## src/rtl/mc_ctrl_pkg.sv

```systemverilog
// Shared types and encodings for the multi-cycle control sequencer.
// Optional build macro: MC_ILLEGAL_TRAP_EN (adds the TRAP state and illegal_op port).
package mc_ctrl_pkg;

    typedef enum logic [3:0] {
        FETCH, DECODE, EXEC_R, EXEC_I, ALU_WB, MEM_ADDR,
        MEM_RD, LOAD_WB, MEM_WR, BRANCH, JAL, TRAP
    } state_e;

    localparam logic [6:0] OP_R      = 7'b0110011;
    localparam logic [6:0] OP_IMM    = 7'b0010011;
    localparam logic [6:0] OP_LOAD   = 7'b0000011;
    localparam logic [6:0] OP_STORE  = 7'b0100011;
    localparam logic [6:0] OP_BRANCH = 7'b1100011;
    localparam logic [6:0] OP_JAL    = 7'b1101111;

    localparam logic [1:0] ALU_ADD    = 2'd0;
    localparam logic [1:0] ALU_BRANCH = 2'd1;
    localparam logic [1:0] ALU_FUNCT  = 2'd2;

    localparam logic [1:0] SRCB_RS2  = 2'd0;
    localparam logic [1:0] SRCB_FOUR = 2'd1;
    localparam logic [1:0] SRCB_IMM  = 2'd2;

    localparam logic [1:0] PC_ALU    = 2'd0;
    localparam logic [1:0] PC_ALUOUT = 2'd1;
    localparam logic [1:0] PC_JUMP   = 2'd2;

    localparam logic [1:0] WB_ALUOUT = 2'd0;
    localparam logic [1:0] WB_MDR    = 2'd1;
    localparam logic [1:0] WB_PC     = 2'd2;

    // State-decoded (Moore) part of the datapath control word
    typedef struct packed {
        logic       mem_req;
        logic       mem_we;
        logic       i_or_d;
        logic       pc_write;
        logic       pc_write_cond;
        logic [1:0] pc_src;
        logic       reg_write;
        logic [1:0] mem_to_reg;
        logic       alu_src_a;
        logic [1:0] alu_src_b;
        logic [1:0] alu_op;
    } ctrl_t;

    // Counter width able to hold 0..max_val-1 (at least one bit)
    function automatic int unsigned cnt_width(input int unsigned max_val);
        return (max_val > 1) ? $clog2(max_val) : 1;
    endfunction

    // Control word for each state; anything not listed stays 0
    function automatic ctrl_t ctrl_decode(input state_e s);
        ctrl_t c;
        c = '0;
        case (s)
            FETCH: begin
                c.mem_req   = 1'b1;
                c.alu_src_b = SRCB_FOUR;
            end
            DECODE:   c.alu_src_b = SRCB_IMM;
            EXEC_R: begin
                c.alu_src_a = 1'b1;
                c.alu_src_b = SRCB_RS2;
                c.alu_op    = ALU_FUNCT;
            end
            EXEC_I: begin
                c.alu_src_a = 1'b1;
                c.alu_src_b = SRCB_IMM;
                c.alu_op    = ALU_FUNCT;
            end
            ALU_WB: begin
                c.reg_write  = 1'b1;
                c.mem_to_reg = WB_ALUOUT;
            end
            MEM_ADDR: begin
                c.alu_src_a = 1'b1;
                c.alu_src_b = SRCB_IMM;
            end
            MEM_RD: begin
                c.mem_req = 1'b1;
                c.i_or_d  = 1'b1;
            end
            LOAD_WB: begin
                c.reg_write  = 1'b1;
                c.mem_to_reg = WB_MDR;
            end
            MEM_WR: begin
                c.mem_req = 1'b1;
                c.i_or_d  = 1'b1;
                c.mem_we  = 1'b1;
            end
            BRANCH: begin
                c.alu_src_a     = 1'b1;
                c.alu_src_b     = SRCB_RS2;
                c.alu_op        = ALU_BRANCH;
                c.pc_src        = PC_ALUOUT;
                c.pc_write_cond = 1'b1;
            end
            JAL: begin
                c.pc_write   = 1'b1;
                c.pc_src     = PC_JUMP;
                c.reg_write  = 1'b1;
                c.mem_to_reg = WB_PC;
            end
            default: c = '0;
        endcase
        return c;
    endfunction

endpackage

```

## src/rtl/mc_mem_wait_timer.sv

```systemverilog
// Memory stall counter: aborts a request stuck for WAIT_MAX cycles (0 = never).
module mc_mem_wait_timer
    import mc_ctrl_pkg::*;
#(
    parameter int unsigned WAIT_MAX = 16
) (
    input  logic clk,
    input  logic rst,
    input  logic req,
    input  logic mem_ready,
    input  logic state_chg,
    output logic abort_c,
    output logic mem_timeout
);

    localparam int unsigned WCW = cnt_width(WAIT_MAX);
    localparam logic [WCW-1:0] WAIT_LAST = WCW'(WAIT_MAX - 1);
    localparam bit TO_EN = (WAIT_MAX != 0);

    logic [WCW-1:0] wait_cnt_q, wait_cnt_d;
    logic           mem_timeout_q, mem_timeout_d;
    logic           stall_c;

    // Count stalled request cycles; abort on the last permitted one
    always_comb begin
        stall_c       = req & ~mem_ready;
        abort_c       = TO_EN && stall_c && (wait_cnt_q == WAIT_LAST);
        mem_timeout_d = abort_c;
        wait_cnt_d    = wait_cnt_q;
        if (state_chg || abort_c) begin
            wait_cnt_d = '0;
        end else if (stall_c) begin
            wait_cnt_d = wait_cnt_q + WCW'(1);
        end
    end

    // Counter and one-cycle timeout pulse registers
    always_ff @(posedge clk) begin
        if (rst) begin
            wait_cnt_q    <= '0;
            mem_timeout_q <= 1'b0;
        end else begin
            wait_cnt_q    <= wait_cnt_d;
            mem_timeout_q <= mem_timeout_d;
        end
    end

    assign mem_timeout = mem_timeout_q;

endmodule

```

## src/rtl/mc_ctrl_sequencer.sv

```systemverilog
// Multi-cycle FETCH/DECODE/EXECUTE/MEMORY/WRITEBACK control sequencer.
// Optional build macro: MC_ILLEGAL_TRAP_EN (unknown opcodes trap instead of acting as NOPs).
module mc_ctrl_sequencer
    import mc_ctrl_pkg::*;
#(
    parameter int unsigned WAIT_MAX = 16,
    parameter int unsigned CNT_W    = 32
) (
    input  logic             clk,
    input  logic             rst,
    input  logic [6:0]       opcode,
    input  logic             zero,
    input  logic             mem_ready,
    output logic             mem_req,
    output logic             mem_we,
    output logic             i_or_d,
    output logic             ir_write,
    output logic             pc_write,
    output logic             pc_write_cond,
    output logic [1:0]       pc_src,
    output logic             reg_write,
    output logic [1:0]       mem_to_reg,
    output logic             alu_src_a,
    output logic [1:0]       alu_src_b,
    output logic [1:0]       alu_op,
    output logic             mem_timeout,
`ifdef MC_ILLEGAL_TRAP_EN
    output logic             illegal_op,
`endif
    output logic [CNT_W-1:0] instret
);

    state_e           state_q, state_d;
    ctrl_t            ctrl_q, ctrl_d;
    logic [CNT_W-1:0] instret_q, instret_d;
    logic             retire_c;
    logic             abort_c;
    logic             state_chg_c;
    logic             fetch_done_c;
`ifdef MC_ILLEGAL_TRAP_EN
    logic             illegal_q, illegal_d;
`endif

    // zero is consumed by the datapath's conditional PC load, not here
    logic unused_zero;
    assign unused_zero = zero;

    // Next state, retirement and next control word
    always_comb begin
        state_d  = state_q;
        retire_c = 1'b0;
        case (state_q)
            FETCH: if (mem_ready) state_d = DECODE;
            DECODE: begin
                case (opcode)
                    OP_R:              state_d = EXEC_R;
                    OP_IMM:            state_d = EXEC_I;
                    OP_LOAD, OP_STORE: state_d = MEM_ADDR;
                    OP_BRANCH:         state_d = BRANCH;
                    OP_JAL:            state_d = JAL;
                    default: begin
`ifdef MC_ILLEGAL_TRAP_EN
                        state_d = TRAP;
`else
                        state_d  = FETCH;
                        retire_c = 1'b1;
`endif
                    end
                endcase
            end
            EXEC_R, EXEC_I: state_d = ALU_WB;
            MEM_ADDR: state_d = (opcode == OP_LOAD) ? MEM_RD : MEM_WR;
            MEM_RD: begin
                if (mem_ready)    state_d = LOAD_WB;
                else if (abort_c) state_d = FETCH;
            end
            MEM_WR: begin
                if (mem_ready) begin
                    state_d  = FETCH;
                    retire_c = 1'b1;
                end else if (abort_c) begin
                    state_d = FETCH;
                end
            end
            ALU_WB, LOAD_WB, BRANCH, JAL: begin
                state_d  = FETCH;
                retire_c = 1'b1;
            end
`ifdef MC_ILLEGAL_TRAP_EN
            TRAP: state_d = TRAP;
`endif
            default: state_d = FETCH;
        endcase
        state_chg_c = (state_d != state_q);
        ctrl_d      = ctrl_decode(state_d);
        instret_d   = instret_q + CNT_W'(retire_c);
`ifdef MC_ILLEGAL_TRAP_EN
        illegal_d   = (state_d == TRAP);
`endif
    end

    // State, registered control word and retired-instruction counter
    always_ff @(posedge clk) begin
        if (rst) begin
            state_q   <= FETCH;
            ctrl_q    <= ctrl_decode(FETCH);
            instret_q <= '0;
`ifdef MC_ILLEGAL_TRAP_EN
            illegal_q <= 1'b0;
`endif
        end else begin
            state_q   <= state_d;
            ctrl_q    <= ctrl_d;
            instret_q <= instret_d;
`ifdef MC_ILLEGAL_TRAP_EN
            illegal_q <= illegal_d;
`endif
        end
    end

    mc_mem_wait_timer #(
        .WAIT_MAX (WAIT_MAX)
    ) u_wait_timer (
        .clk         (clk),
        .rst         (rst),
        .req         (ctrl_q.mem_req),
        .mem_ready   (mem_ready),
        .state_chg   (state_chg_c),
        .abort_c     (abort_c),
        .mem_timeout (mem_timeout)
    );

    // Fetch completion loads IR and PC in the same cycle; reset masks every write
    assign fetch_done_c  = (state_q == FETCH) & mem_ready & ~rst;
    assign mem_req       = ctrl_q.mem_req & ~rst;
    assign mem_we        = ctrl_q.mem_we & ~rst;
    assign i_or_d        = ctrl_q.i_or_d;
    assign ir_write      = fetch_done_c;
    assign pc_write      = (ctrl_q.pc_write & ~rst) | fetch_done_c;
    assign pc_write_cond = ctrl_q.pc_write_cond & ~rst;
    assign pc_src        = ctrl_q.pc_src;
    assign reg_write     = ctrl_q.reg_write & ~rst;
    assign mem_to_reg    = ctrl_q.mem_to_reg;
    assign alu_src_a     = ctrl_q.alu_src_a;
    assign alu_src_b     = ctrl_q.alu_src_b;
    assign alu_op        = ctrl_q.alu_op;
    assign instret       = instret_q;
`ifdef MC_ILLEGAL_TRAP_EN
    assign illegal_op    = illegal_q;
`endif

endmodule

```

## config.mk

```make
export PLATFORM = sky130hd
export DESIGN_NAME = mc_ctrl_sequencer
export DESIGN_NICKNAME = d
export VERILOG_FILES = /design/src/rtl/mc_ctrl_pkg.sv /design/src/rtl/mc_mem_wait_timer.sv /design/src/rtl/mc_ctrl_sequencer.sv
export SDC_FILE = /design/constraint.sdc
export NUM_CORES = 1
export LEC_CHECK = 0
export CAP_MARGIN = 20
export CORE_MARGIN = 4
export CORE_UTILIZATION = 49
export CTS_CLUSTER_DIAMETER = 150
export DETAILED_ROUTE_END_ITERATION = 12
export PLACE_DENSITY = 0.79
export SYNTH_ARGS = -nofsm -noshare
export SYNTH_HDL_FRONTEND = slang
export SYNTH_HIERARCHICAL = 1
export SYNTH_SLANG_ARGS = --single-unit
```

## constraint.sdc

```tcl
create_clock -name clk -period 3.1 [get_ports clk]
set_input_delay 0.31 -clock clk [delete_from_list [all_inputs] [get_ports clk]]
set_output_delay 0.31 -clock clk [all_outputs]
set_load 0.01 [all_outputs]
```

==> results of run 1 <==
-- cell type report --
type                       instances  area [µm²]
clock buffer                       7       76.32
fill                             436        1668
inverter                           5       18.77
multi-input combinational        218        1330
sequential                        54        1082
tap                               67       83.83
timing repair buffer              64       620.6
-- layer usage --
metal,vias up,wire [µm],global-route usage,share of wire
met3,4,256,0.03924,0.048
met4,0,42,0.05912,0.0079
met2,65,2479,0.2922,0.47
met1,967,2515,0.2226,0.48
met5,-,0,0,0
li1,1106,-,-,-
-- power by group --
part	internal [W]	leakage (nW)	switching, W
clock network	0.000156	0.0383	0.000209
logic	0.0000393	0.662	0.0000413
registers	0.000699	0.437	0.00000620
-- worst register-to-register path, delay by kind of cell (launching register included) --
kind	cells	cell delay (ns)
and+or+nand+nor	8	1.62
AOI/OAI and AO/OA	2	0.28
DFF	1	0.45
adders and majority gates	2	0.35
-- final timing paths --
| path | to | slack, ns | cells after the start |
|---|---|---|---|
| setup / recovery | instret[20]$_SDFF_PP0_ | 0.34 | 11 |
| hold / removal | instret[18]$_SDFF_PP0_ | 0.48 | 2 |
| setup reg to reg | instret[20]$_SDFF_PP0_ | 0.34 | 12 |
| hold reg to reg | u_wait_timer/mem_timeout$_SDFF_PP0_ | 0.50 | 2 |
-- cells in the mapped netlist, types with 3 or more instances --
library cell  number  area (µm²)
and4_1             3       26.28
o21ai_0           10       50.05
ha_1               3       37.54
xor2_1            21       183.9
buf_4              8       60.06
nor4_1             4       25.02
a21oi_1           10       50.05
inv_1              5       18.77
xnor2_1           10       87.58
nand2_1           19       71.32
nor2b_1           10       62.56
nand4_1            5       31.28
or3_1              5       31.28
nand3_1           17       85.08
nand3b_1           4       30.03
and3_1             8       50.05
clkbuf_1           7       26.28
nor2_1            50       187.7
dfxtp_1           54        1081
nand2b_1           3       18.77
nor3_1             6       30.03
-- logic make-up (layout without fill, tap and decap cells) --
group	Yosys count	in the layout
compound gates	35	35
xor+xnor	31	31
fa+ha+maj	3	3
buf+inv	24	76
flops	54	54
mux	1	1
simple gates	148	148
-- layout by cell type (no fill, tap or decap), drive strengths merged, types with 2 or more instances in the layout --
cell type,netlist,routed
nor3,6,6
or3,5,5
nand3,17,17
ha,3,3
nor2,51,51
buf,12,7
clkbuf,7,7
nor2b,10,10
and4,3,3
a21o,2,2
nand3b,5,5
a21oi,10,10
nand4,5,5
dfxtp,54,54
nand2b,3,3
inv,5,5
nand2,19,19
a211oi,3,3
and3,9,9
xnor2,10,10
o21ai,12,12
xor2,21,21
nor4,5,5
and2,3,3
clkdlybuf4s50,0,57
-- through the flow --
step	util	hold slack (ns)	power (W)
2_1_floorplan	-	0.3746	0.0007657
6_report	0.6582	0.4787	0.001152
4_1_cts	0.6579	0.4758	0.001159
5_1_grt	0.6582	0.5154	0.001196
3_5_place_dp	0.6423	0.4745	0.0008026
3_3_place_gp	0.6423	0.4733	0.0008010
==> results.cfg, run 1 <==
[status]
status = finished, final reports clean

[critical_path]
crit_fanout = 6
path_buf_inv = 1
r2r_start = state_q[2]$_SDFF_PP0_
path_delay_family = simple AND/OR/NAND/NOR gates
crit_chain = clkdlybuf4s50_1, and4bb_2, a21oi_1, a221o_1, ha_1, ha_1, and4_1, and3_1, nand2_1, or3_1, a21oi_1
cp.required_ns = 3.33
start_kind = input pin
cp_slowest_cell = clkdlybuf4s50_1
critPathKind = in2reg
endpoint_kind = flip-flop
crit_start = opcode[2]
max_stage_delay_ns = 0.51
crit_arrival_ns = 2.99

[cts]
cts_resized = 0
clk_latency_ns = 0.30
numClockSinks = 54
postCtsSetupRepairBufs = 0
cts-root-buf = clkbuf_8
cts_tree = done
clkTransAtPathRegs_ns = 0.09
ctsHtreeMaxLevel = 2
cts_buffers = 5
clk_path_buf_depth = 2
postCtsHoldBufs = 0

[synth]
yosysWarnings = 6
synth-xor-area-share = 0.1066
synth-main-ff-cell = dfxtp_1
yosys.area_share.adder = 0.01473
ys_types = 50
postSynthCellCount = 296
yosys.area_share.simple = 0.3084
synth_compound_area_frac = 0.08841
async_flop_share = 0
muxShareOfSynthArea = 0.003929
ys_seq_elements = 54
synth_edf_count = 0
syn_avg_cell_area_um2 = 8.606
synth_top_family_by_area = simple AND/OR/NAND/NOR gates
syn-num-nets = 310
yosysSeqAreaShare = 0.4244
synth_area_mm2 = 0.002547

[placed_design]
place_area_mm2 = 0.003134
hpwl_um = 3938
place_inst = 408
preCtsSetupSlack_ns = 0.04315
port_buffers = 58
gp_congestion = 0.9024

[finish]
num_antenna_cells = 0
design_area_mm2 = 0.003212
syn_to_final_growth_pct = 26.08
nets = 362
post_route_cells_drive_above_1_share = 0.06609
instances_no_fill = 415
largest_reg_flops = 32

[pwr]
ir_drop_mv = 0.2975
leakagePower_nw = 1.137
power_density_mw_per_mm2 = 358.6

[floorplanning]
num_rows = 25
placeableCoreArea_mm2 = 0.004880
initial_core_util = 0.5221
die_w_um = 80.11
ios = 60
die_h_um = 80.11
dieArea_mm2 = 0.006417

[timing]
slew_headroom = 0.6014
post-route-min-period_ns = 2.765
period_share = 0.8919
skew_ns = 0.005896
setup_viol = 0
finalHoldViolations = 0
drv_slew = 0
fin_ws_ns = 0.3353
rsz0062_at_grt = false
fin_setup_tns_ns = 0
worstMarginPinSlew_ns = 0.5917
max_freq_ghz = 0.3617

[routing]
drc = 0
drtAntennaViolNets = 0
routed_wirelength_um = 5293
viasPerCell = 5.161
first_pass_iters = 4
routedWlPerCell_um = 12.75
drtIter0Drc = 97
vias = 2142

[global_routing]
grt_start_max_net_pins = 33
grt_pass1_vias = 2055
antenna_found_initial = 0
grt_pass1_wl_um = 9073
grt_usage = 0.1752
grt_overflow = 0

[min_path]
min_from = rst
min_path_type = in2reg

[flow_run]
drv_cap = 0
(Power assumes the default switching activity.)
==> run 2: changes to the inputs <==
Settings changed: SETUP_SLACK_MARGIN from default to 0.3.
==> run 2 against run 1 <==
Sequential share of layout area down 0.21 points. Sequential power about the same. Via count up 1.3%. Global-route usage unchanged. Worst hold slack worse by 0.0047 ns. Total power down 0.16%. Setup slack better by 0.11 ns. Final cell count unchanged. Clock skew about the same. Non-clock buffer count unchanged. Flip-flop and latch count unchanged.
==> results.cfg, run 2 (same netlist as run 1, synthesis figures left out) <==
[timing]
fin_setup_tns_ns = 0
finalHoldViolations = 0
period_share = 0.8578
setup_viol = 0
worstMarginPinSlew_ns = 0.5886
slew_headroom = 0.6035
hold_ws_ns = 0.4741
drv_slew = 0
max_freq_ghz = 0.3760
post-route-min-period_ns = 2.659
skew_ns = 0.006199
rsz0062_at_grt = true

[routing]
drtIter0Drc = 80
routedWlPerCell_um = 13.01
drc = 0
first_pass_iters = 4
drtAntennaViolNets = 0
viasPerCell = 5.229
routed_wirelength_um = 5401
vias = 2170

[finish]
fin_util = 0.6638
final_common_cell = clkdlybuf4s50_1
nets = 362
design_area_mm2 = 0.003239
fillers = 430
post_route_cells_drive_above_1_share = 0.08046
instances_no_fill = 415
syn_to_final_growth_pct = 27.16
final_cell_mix = clkdlybuf4s50_1 (57), dfxtp_1 (53), nor2_1 (50)
num_antenna_cells = 0
largest_reg_flops = 32

[floorplanning]
num_rows = 25
initial_core_util = 0.5221
die_w_um = 80.11
die_h_um = 80.11
ios = 60
dieArea_mm2 = 0.006417
placeableCoreArea_mm2 = 0.004880

[critical_path]
crit_fanout = 6
start_kind = input pin
reg2reg_to = instret[20]$_SDFF_PP0_
critPathKind = in2reg
crit_arrival_ns = 2.89
reg2reg_slack_ns = 0.48
r2r_start = state_q[2]$_SDFF_PP0_
cp.required_ns = 3.33
r2r_cells = 12
endpoint_kind = flip-flop

[cts]
ctsHtreeMaxLevel = 2
clkTransAtPathRegs_ns = 0.09
cts_tree = done
clk_latency_ns = 0.30
cts-root-buf = clkbuf_8
postCtsHoldBufs = 0
numClockSinks = 54
clk_path_buf_depth = 2
cts_buffers = 5

[flow_run]
drv_cap = 0

[global_routing]
antenna_found_initial = 0
grt_pass1_vias = 2055
grt_start_max_net_pins = 33
grt_overflow = 0
grt_usage = 0.1752
grt_pass1_wl_um = 9073

[pwr]
leakagePower_nw = 1.154
power_density_mw_per_mm2 = 354.9
ir_drop_mv = 0.2956

[placed_design]
port_buffers = 58
place_area_mm2 = 0.003134
place_inst = 408
gp_congestion = 0.9024
hpwl_um = 3938

[min_path]
hold_end = instret[18]$_SDFF_PP0_
hold_depth = 2
min_path_type = in2reg
min_from = rst

[status]
status = finished, final reports clean
==> run 2: cell counts in the layout (fill, tap and decap cells not counted) <==
Identical to the previous run, type by type.
==> run 2: how the worst max path moves through the flow <==
stage / start / end / slack, ns / depth (start not counted)
after floorplan: state_q[2]$_SDFF_PP0_ / instret[20]$_SDFF_PP0_ / 0.63 / 13
after global placement: opcode[2] / instret[18]$_SDFF_PP0_ / 0.07 / 12
after detailed placement: opcode[2] / instret[20]$_SDFF_PP0_ / 0.04 / 11
after CTS: state_q[2]$_SDFF_PP0_ / instret[20]$_SDFF_PP0_ / 0.34 / 12
after global routing: state_q[2]$_SDFF_PP0_ / instret[20]$_SDFF_PP0_ / 0.23 / 12
final: opcode[2] / instret[20]$_SDFF_PP0_ / 0.44 / 11
==> run 2: timing repair <==
item	in CTS	in global routing
endpoints found under the setup margin	2	12
buffers inserted	0	0
resized for setup	1	8
==> run 2: worst max-delay path: stages <==
cell	delay [ns]
clkdlybuf4s50_1	0.51
and4bb_2	0.29
a21oi_1	0.13
a221o_1	0.17
ha_1	0.18
ha_1	0.17
and4_2	0.27
and3_4	0.24
nand2_2	0.10
or3_1	0.36
a21oi_1	0.15
==> run 2: cell type report <==
cell class / instances / area, µm² / area share
sequential: 54 / 1085 / 0.3349
clock buffer: 7 / 76.32 / 0.02356
tap: 67 / 83.83 / 0.02588
timing repair buffer: 64 / 620.6 / 0.1916
inverter: 5 / 18.77 / 0.005794
multi-input combinational: 218 / 1355 / 0.4183
==> run 2: per-layer routing <==
metal,vias up,part of all wire,global-route usage
li1,1105,-,-
met1,987,0.45,0.2226
met2,74,0.48,0.2922
met3,4,0.059,0.03924
met4,0,0.0070,0.05912
met5,-,0,0
==> run 2: metrics by stage <==
| stage | setup slack, ns | power [W] |
|---|---|---|
| 6_report | 0.4407 | 0.001150 |
| 5_1_grt | 0.2320 | 0.001195 |
| 3_3_place_gp | 0.07072 | 0.0008010 |
| 4_1_cts | 0.3394 | 0.001159 |
| 2_1_floorplan | 0.6348 | 0.0007657 |
| 3_5_place_dp | 0.04315 | 0.0008026 |
==> run 2: power by group <==
part | total [W] | internal, W | switching [W] | leakage (nW)
Sequential | 0.000705 | 0.000699 | 0.00000618 | 0.437
Combinational | 0.0000804 | 0.0000393 | 0.0000411 | 0.679
Clock | 0.000365 | 0.000156 | 0.000208 | 0.0383
